[config.mk]
export PLATFORM = sky130hd
export DESIGN_NAME = comparator_flat
export DESIGN_NICKNAME = d
export VERILOG_FILES = /design/src/rtl/comparator_if.sv /design/src/rtl/comparator.sv /design/src/flat_wrapper.sv
export SDC_FILE = /design/constraint.sdc
export NUM_CORES = 1
export LEC_CHECK = 0
export ABC_AREA = 1
export CAP_MARGIN = 20
export CORE_AREA = 2 2 39 41
export CTS_BUF_LIST = sky130_fd_sc_hd__clkbuf_8
export DETAILED_ROUTE_END_ITERATION = 7
export DIE_AREA = 0 0 41 43
export GPL_TIMING_DRIVEN = 0
export SLEW_MARGIN = 20
export SYNTH_ARGS = -nofsm -noshare
export SYNTH_HDL_FRONTEND = slang
export SYNTH_SLANG_ARGS = --single-unit
[constraint.sdc]
create_clock -name clk -period 1.2 [get_ports clk]
set_clock_uncertainty 0.15 [all_clocks]
set_input_delay 0.18 -clock clk [delete_from_list [all_inputs] [get_ports clk]]
set_output_delay 0.18 -clock clk [all_outputs]
set_load 0.005 [all_outputs]
[src/rtl/comparator_if.sv]
// Sample/result bundle for the registered magnitude comparator.
// The master drives operands and reads results; the slave is the comparator.
interface comparator_if #(
    parameter int unsigned WIDTH = 2
);
    logic             in_valid;
    logic             signed_mode;
    logic [WIDTH-1:0] A;
    logic [WIDTH-1:0] B;
    logic             out_valid;
    logic             G;
    logic             E;
    logic             L;
    logic [WIDTH-1:0] MAX;
    logic [WIDTH-1:0] MIN;

    modport master (
        output in_valid, signed_mode, A, B,
        input  out_valid, G, E, L, MAX, MIN
    );

    modport slave (
        input  in_valid, signed_mode, A, B,
        output out_valid, G, E, L, MAX, MIN
    );
endinterface

[src/rtl/comparator.sv]
// Registered unsigned/two's-complement magnitude comparator with one-cycle latency.
// Flags and MAX/MIN hold their last result while no new sample is presented.
module comparator #(
    parameter int unsigned WIDTH = 2
) (
    input logic         clk,
    input logic         rst,
    comparator_if.slave bus
);
    logic [WIDTH-1:0] sign_mask;
    logic [WIDTH-1:0] a_key;
    logic [WIDTH-1:0] b_key;
    logic             a_gt_b;
    logic             a_eq_b;

    logic             out_valid_d, out_valid_q;
    logic             g_d, g_q;
    logic             e_d, e_q;
    logic             l_d, l_q;
    logic [WIDTH-1:0] max_d, max_q;
    logic [WIDTH-1:0] min_d, min_q;

    // Flipping the sign bit maps two's-complement order onto unsigned order.
    always_comb begin
        sign_mask            = '0;
        sign_mask[WIDTH-1]   = bus.signed_mode;
        a_key                = bus.A ^ sign_mask;
        b_key                = bus.B ^ sign_mask;
        a_gt_b               = a_key > b_key;
        a_eq_b               = bus.A == bus.B;
    end

    always_comb begin
        out_valid_d = bus.in_valid;
        g_d         = g_q;
        e_d         = e_q;
        l_d         = l_q;
        max_d       = max_q;
        min_d       = min_q;
        if (bus.in_valid) begin
            g_d = a_gt_b;
            e_d = a_eq_b;
            l_d = !a_gt_b && !a_eq_b;
            // Ties resolve to MAX=A, MIN=B.
            if (a_gt_b || a_eq_b) begin
                max_d = bus.A;
                min_d = bus.B;
            end else begin
                max_d = bus.B;
                min_d = bus.A;
            end
        end
    end

    always_ff @(posedge clk) begin
        if (rst) begin
            out_valid_q <= 1'b0;
            g_q         <= 1'b0;
            e_q         <= 1'b0;
            l_q         <= 1'b0;
            max_q       <= '0;
            min_q       <= '0;
        end else begin
            out_valid_q <= out_valid_d;
            g_q         <= g_d;
            e_q         <= e_d;
            l_q         <= l_d;
            max_q       <= max_d;
            min_q       <= min_d;
        end
    end

    assign bus.out_valid = out_valid_q;
    assign bus.G         = g_q;
    assign bus.E         = e_q;
    assign bus.L         = l_q;
    assign bus.MAX       = max_q;
    assign bus.MIN       = min_q;
endmodule

[src/flat_wrapper.sv]
// flat-port wrapper written by rule: the top's interface ports become plain ports
module comparator_flat 
#(
    parameter int unsigned WIDTH = 2
)
  (clk, rst, bus_in_valid, bus_signed_mode, bus_A, bus_B, bus_out_valid, bus_G, bus_E, bus_L, bus_MAX, bus_MIN);
  comparator_if #(.WIDTH(WIDTH)) bus_i ();
  input logic clk;
  input logic rst;
  input wire logic [$bits(bus_i.in_valid)-1:0] bus_in_valid;
  input wire logic [$bits(bus_i.signed_mode)-1:0] bus_signed_mode;
  input wire logic [$bits(bus_i.A)-1:0] bus_A;
  input wire logic [$bits(bus_i.B)-1:0] bus_B;
  output wire logic [$bits(bus_i.out_valid)-1:0] bus_out_valid;
  output wire logic [$bits(bus_i.G)-1:0] bus_G;
  output wire logic [$bits(bus_i.E)-1:0] bus_E;
  output wire logic [$bits(bus_i.L)-1:0] bus_L;
  output wire logic [$bits(bus_i.MAX)-1:0] bus_MAX;
  output wire logic [$bits(bus_i.MIN)-1:0] bus_MIN;
  assign bus_i.in_valid = bus_in_valid;
  assign bus_i.signed_mode = bus_signed_mode;
  assign bus_i.A = bus_A;
  assign bus_i.B = bus_B;
  assign bus_out_valid = bus_i.out_valid;
  assign bus_G = bus_i.G;
  assign bus_E = bus_i.E;
  assign bus_L = bus_i.L;
  assign bus_MAX = bus_i.MAX;
  assign bus_MIN = bus_i.MIN;
  comparator #(.WIDTH(WIDTH)) u_core (.clk(clk), .rst(rst), .bus(bus_i));
endmodule
Word-level counts from Yosys, hierarchy flattened:

Index checks and enable logic that the tools add are counted.

* bits in registers: 8
* word-level logic and storage cells: 16

* magnitude comparators: 1
* equality and inequality tests: 1
* mux-type cells: 2
* bitwise operators: 2
* reductions and logical operators: 4

Operators with widths (number)
* 2-bit 2-to-1 mux: 2
* 2-bit bitwise XOR: 2
* 2-bit == test: 1
* 2-bit greater-than comparator: 1
* 1-bit logical NOT: 2
* 1-bit logical AND: 1
* 1-bit logical OR: 1

Logic depth before layout (Yosys ltp):

* depth after elaboration: 4
* depth in mapped cells: 9
* mapped depth without buffers: 9

Least setup slack after synthesis:

OpenSTA, ideal clock, no wires.

* kind: input port to flip-flop
* start: input bus_A[0]
* end: register u_core.max_q[0] (netlist: u_core.bus.MAX[0])
* library setup time: 0.117 ns
* data arrival time: 0.804 ns
* data required time: 0.933 ns
* path slack: 0.129 ns
* stages: 7
* cells stage by stage: inv_1 ha_1 nand2_2 nand3_1 nand2_1 nor2_1 nor2_1

* word-level cells in the longest chain between the ends: 4

RTL lines
* start, declared: line flat_wrapper.sv:12 `input wire logic [$bits(bus_i.A)-1:0] bus_A;`
* 2-bit bitwise XOR: line comparator.sv:27 `a_key = bus.A ^ sign_mask;`
* 2-bit greater-than comparator: line comparator.sv:29 `a_gt_b = a_key > b_key;`
* 1-bit logical OR: line comparator.sv:45 `if (a_gt_b || a_eq_b) begin`
* 2-bit 2-to-1 mux *: line comparator.sv:45
* end signal, assigned: line comparator.sv:68 `max_q <= max_d;`
* end, declared: line comparator.sv:20 `logic [WIDTH-1:0] max_d, max_q;`

Mark *: on every way between the ends. The rest lies on a longest branch, timed or not.
A chain may end at the register's enable or synchronous reset.

Worst setup path after layout:

* start: register u_core.g_q (netlist: u_core.bus.G)
* end: output bus_G

RTL lines
* start, declared: line comparator.sv:17 `logic g_d, g_q;`
* start signal, assigned: line comparator.sv:65 `g_q <= g_d;`
* end, declared: line flat_wrapper.sv:15 `output wire logic [$bits(bus_i.G)-1:0] bus_G;`

No word-level cell between the ends.

==> flow_summary.ini <==
[die]
die_h_um = 43
dieWidth_um = 41
core_mm2 = 0.00138
die_area_mm2 = 0.00176
placementRows = 14
start_util = 0.286
io_pins = 16

[synth]
yosys_warnings = 0
synth_cell_type_count = 15
ys_seq_elements = 8
syn_area_per_cell_um2 = 7.19
synth.cell_area_um2 = 395
ys_seq_area_frac = 0.405
yosys.area.top_type_share = 0.405
synth_nets = 64
yosys.area.top_type = dfxtp_1
synth.area.top_cells = dfxtp_1 41%, nand2_1 9.5%, nand2_2 6.3%
synthCells = 55

[cells_and_area]
n_fill_cell = 153
final_cell_area_um2 = 628
layout.nets = 85
fin_cells = 90
post-route-util = 0.454
syn2layout_area_growth_pct = 58.9
seq_area_um2 = 160
diodes = 0
multi_input_area_um2 = 231
drive_gt1_frac = 0.243

[critical_path]
path_cells = dlygate4sd2_1
required_ns = 0.87
cp_slowest_cell = dfxtp_1
endpoint_kind = primary output
crit_buf_inv = 1
cp.arrival_ns = 0.79
crit_fanout = 2
crit_family = flip-flops
rrSetupSlack_ns = 0.44
worstSetupPathType = register to primary output
start_kind = register
slowest_delay_ns = 0.30

[timing]
slew_headroom = 0.901
totalNegativeSetupSlack_ns = 0
fmax_mhz = 896
finalCritPeriodShare = 0.930
hold_violations = 0
grt_setup_unrepaired = false
max_slew.worst_pin.slew_ns = 0.148
drv_slew = 0
setup_viol = 0
final.min_clock_period_ns = 1.12

[placed_design]
place_area_um2 = 566
numPlacedInstances = 86
port_buffers = 15
dp_hpwl_um = 632
place_congestion = 0.762

[detailed_routing]
vias_per_cell = 4.60
drcViolationCount = 0
wire_per_inst_um = 9.23
vias = 414
ant_nets = 0
drt_iter0_markers = 11
drtPass1Iterations = 4
finalWirelength_um = 831

[global_routing]
grt_overflow = 0
grt_pass1_wl_um = 1430
first_global_vias = 331
grt_antenna_before_repair = 0
grt_max_degree = 11
track_usage = 0.128

[clock_network]
clockBufferDepth = 2
clk_latency_ns = 0.23
cts-buffers-inserted = 3
cts_root_buf = clkbuf_8
cts_tree = done
h-tree-depth = 1
clk_transition_reported_paths_ns = 0.04
cts.sinks = 8
hold_buffers = 0

[power]
finalPower_uw = 772
power_density_mw_per_mm2 = 1230
leakagePower_nw = 0.327
peakVddDrop_v = 0.000616

[run]
maxCapViolations = 0

[worst_hold_path]
holdCritPathClass = input pin to register

[outcome]
status = finished, final reports clean
## worst register-to-register path, stage by stage (launching register included)
cell     delay, ns
dfxtp_1       0.30
o21ai_0       0.15
a31oi_1       0.05
## cells in the final DEF (no fill, tap or decap)
cell type / n
inv_2: 3
nand4_1: 1
o21ai_0: 4
a21oi_1: 3
nand2_1: 10
o21ai_1: 1
buf_4: 2
nand3_2: 1
ha_4: 1
a21oi_2: 1
clkdlybuf4s50_1: 2
a31oi_1: 2
nand3_1: 3
dfxtp_1: 8
clkbuf_2: 1
clkbuf_8: 3
inv_1: 5
nand2_4: 4
nor2_1: 5
nand2_2: 2
dlygate4sd2_1: 12
## per-layer routing
metal	GRT usage	share of wire	up-vias
met4	0.140	0.048	0
met2	0.131	0.40	21
met3	0.0471	0.10	4
met5	0	0	-
li1	-	-	215
met1	0.179	0.45	174
## state kept, by name (all words and copies together), names as in the netlist
register and flops:
u_core.bus.MAX 2, u_core.bus.MIN 2, u_core.bus.E 1, u_core.bus.G 1
u_core.bus.L 1, u_core.bus.out_valid 1
## through the flow
stage                     setup slack (ns)  hold slack [ns]
final                               0.0839            0.203
after global routing               0.00135            0.246
after CTS                           0.0576            0.227
after detailed placement            -0.444            0.313
after global placement              -0.441            0.306
after floorplan                      0.129           0.0991
## what timing repair did
action,CTS,global route
resized for setup,18,5
pin swaps,1,0
buffers inserted,1,0
endpoints found under the setup margin,13,3
gates cloned,0,0
## kinds of logic (layout without fill, tap and decap cells)
| group | count (synthesis) | count (layout) | synth area share |
|---|---|---|---|
| buf+inv | 9 | 28 | 0.0886 |
| compound gates | 11 | 11 | 0.146 |
| flops | 8 | 8 | 0.405 |
| simple gates | 26 | 26 | 0.329 |
| fa+ha+maj | 1 | 1 | 0.0316 |
## Yosys cell counts (all sizes together)
cell   number
nand3       4
a31oi       2
o21ai       5
nor2        5
buf         1
nand2      16
ha          1
dfxtp       8
a21oi       4
inv         8
nand4       1
## where the power goes
part / total, mW / switching [mW] / internal, mW / leakage [nW]
clock: 0.324 / 0.107 / 0.217 / 0.0216
combinational: 0.154 / 0.0800 / 0.0741 / 0.239
sequential: 0.294 / 0.00771 / 0.287 / 0.0663
total: 0.772 / 0.194 / 0.578 / 0.327
## final cells by class
cell class | count | share of cell area
tap | 16 | 0.0319
multi-input combinational | 38 | 0.369
buffer | 1 | 0.0120
clock buffer | 3 | 0.0657
timing repair buffer | 16 | 0.219
sequential | 8 | 0.255
inverter | 8 | 0.0478
## final timing paths
check / start / end / depth (start not counted)
max: u_core.bus.G$_SDFFE_PP0P_ / bus_G / 1
min: bus_B[0] / u_core.bus.MAX[0]$_SDFFE_PP0P_ / 5
max reg2reg: u_core.bus.MAX[1]$_SDFFE_PP0P_ / u_core.bus.MAX[1]$_SDFFE_PP0P_ / 2
min reg2reg: u_core.bus.L$_SDFFE_PP0P_ / u_core.bus.L$_SDFFE_PP0P_ / 2
(Power assumes the default switching activity.)
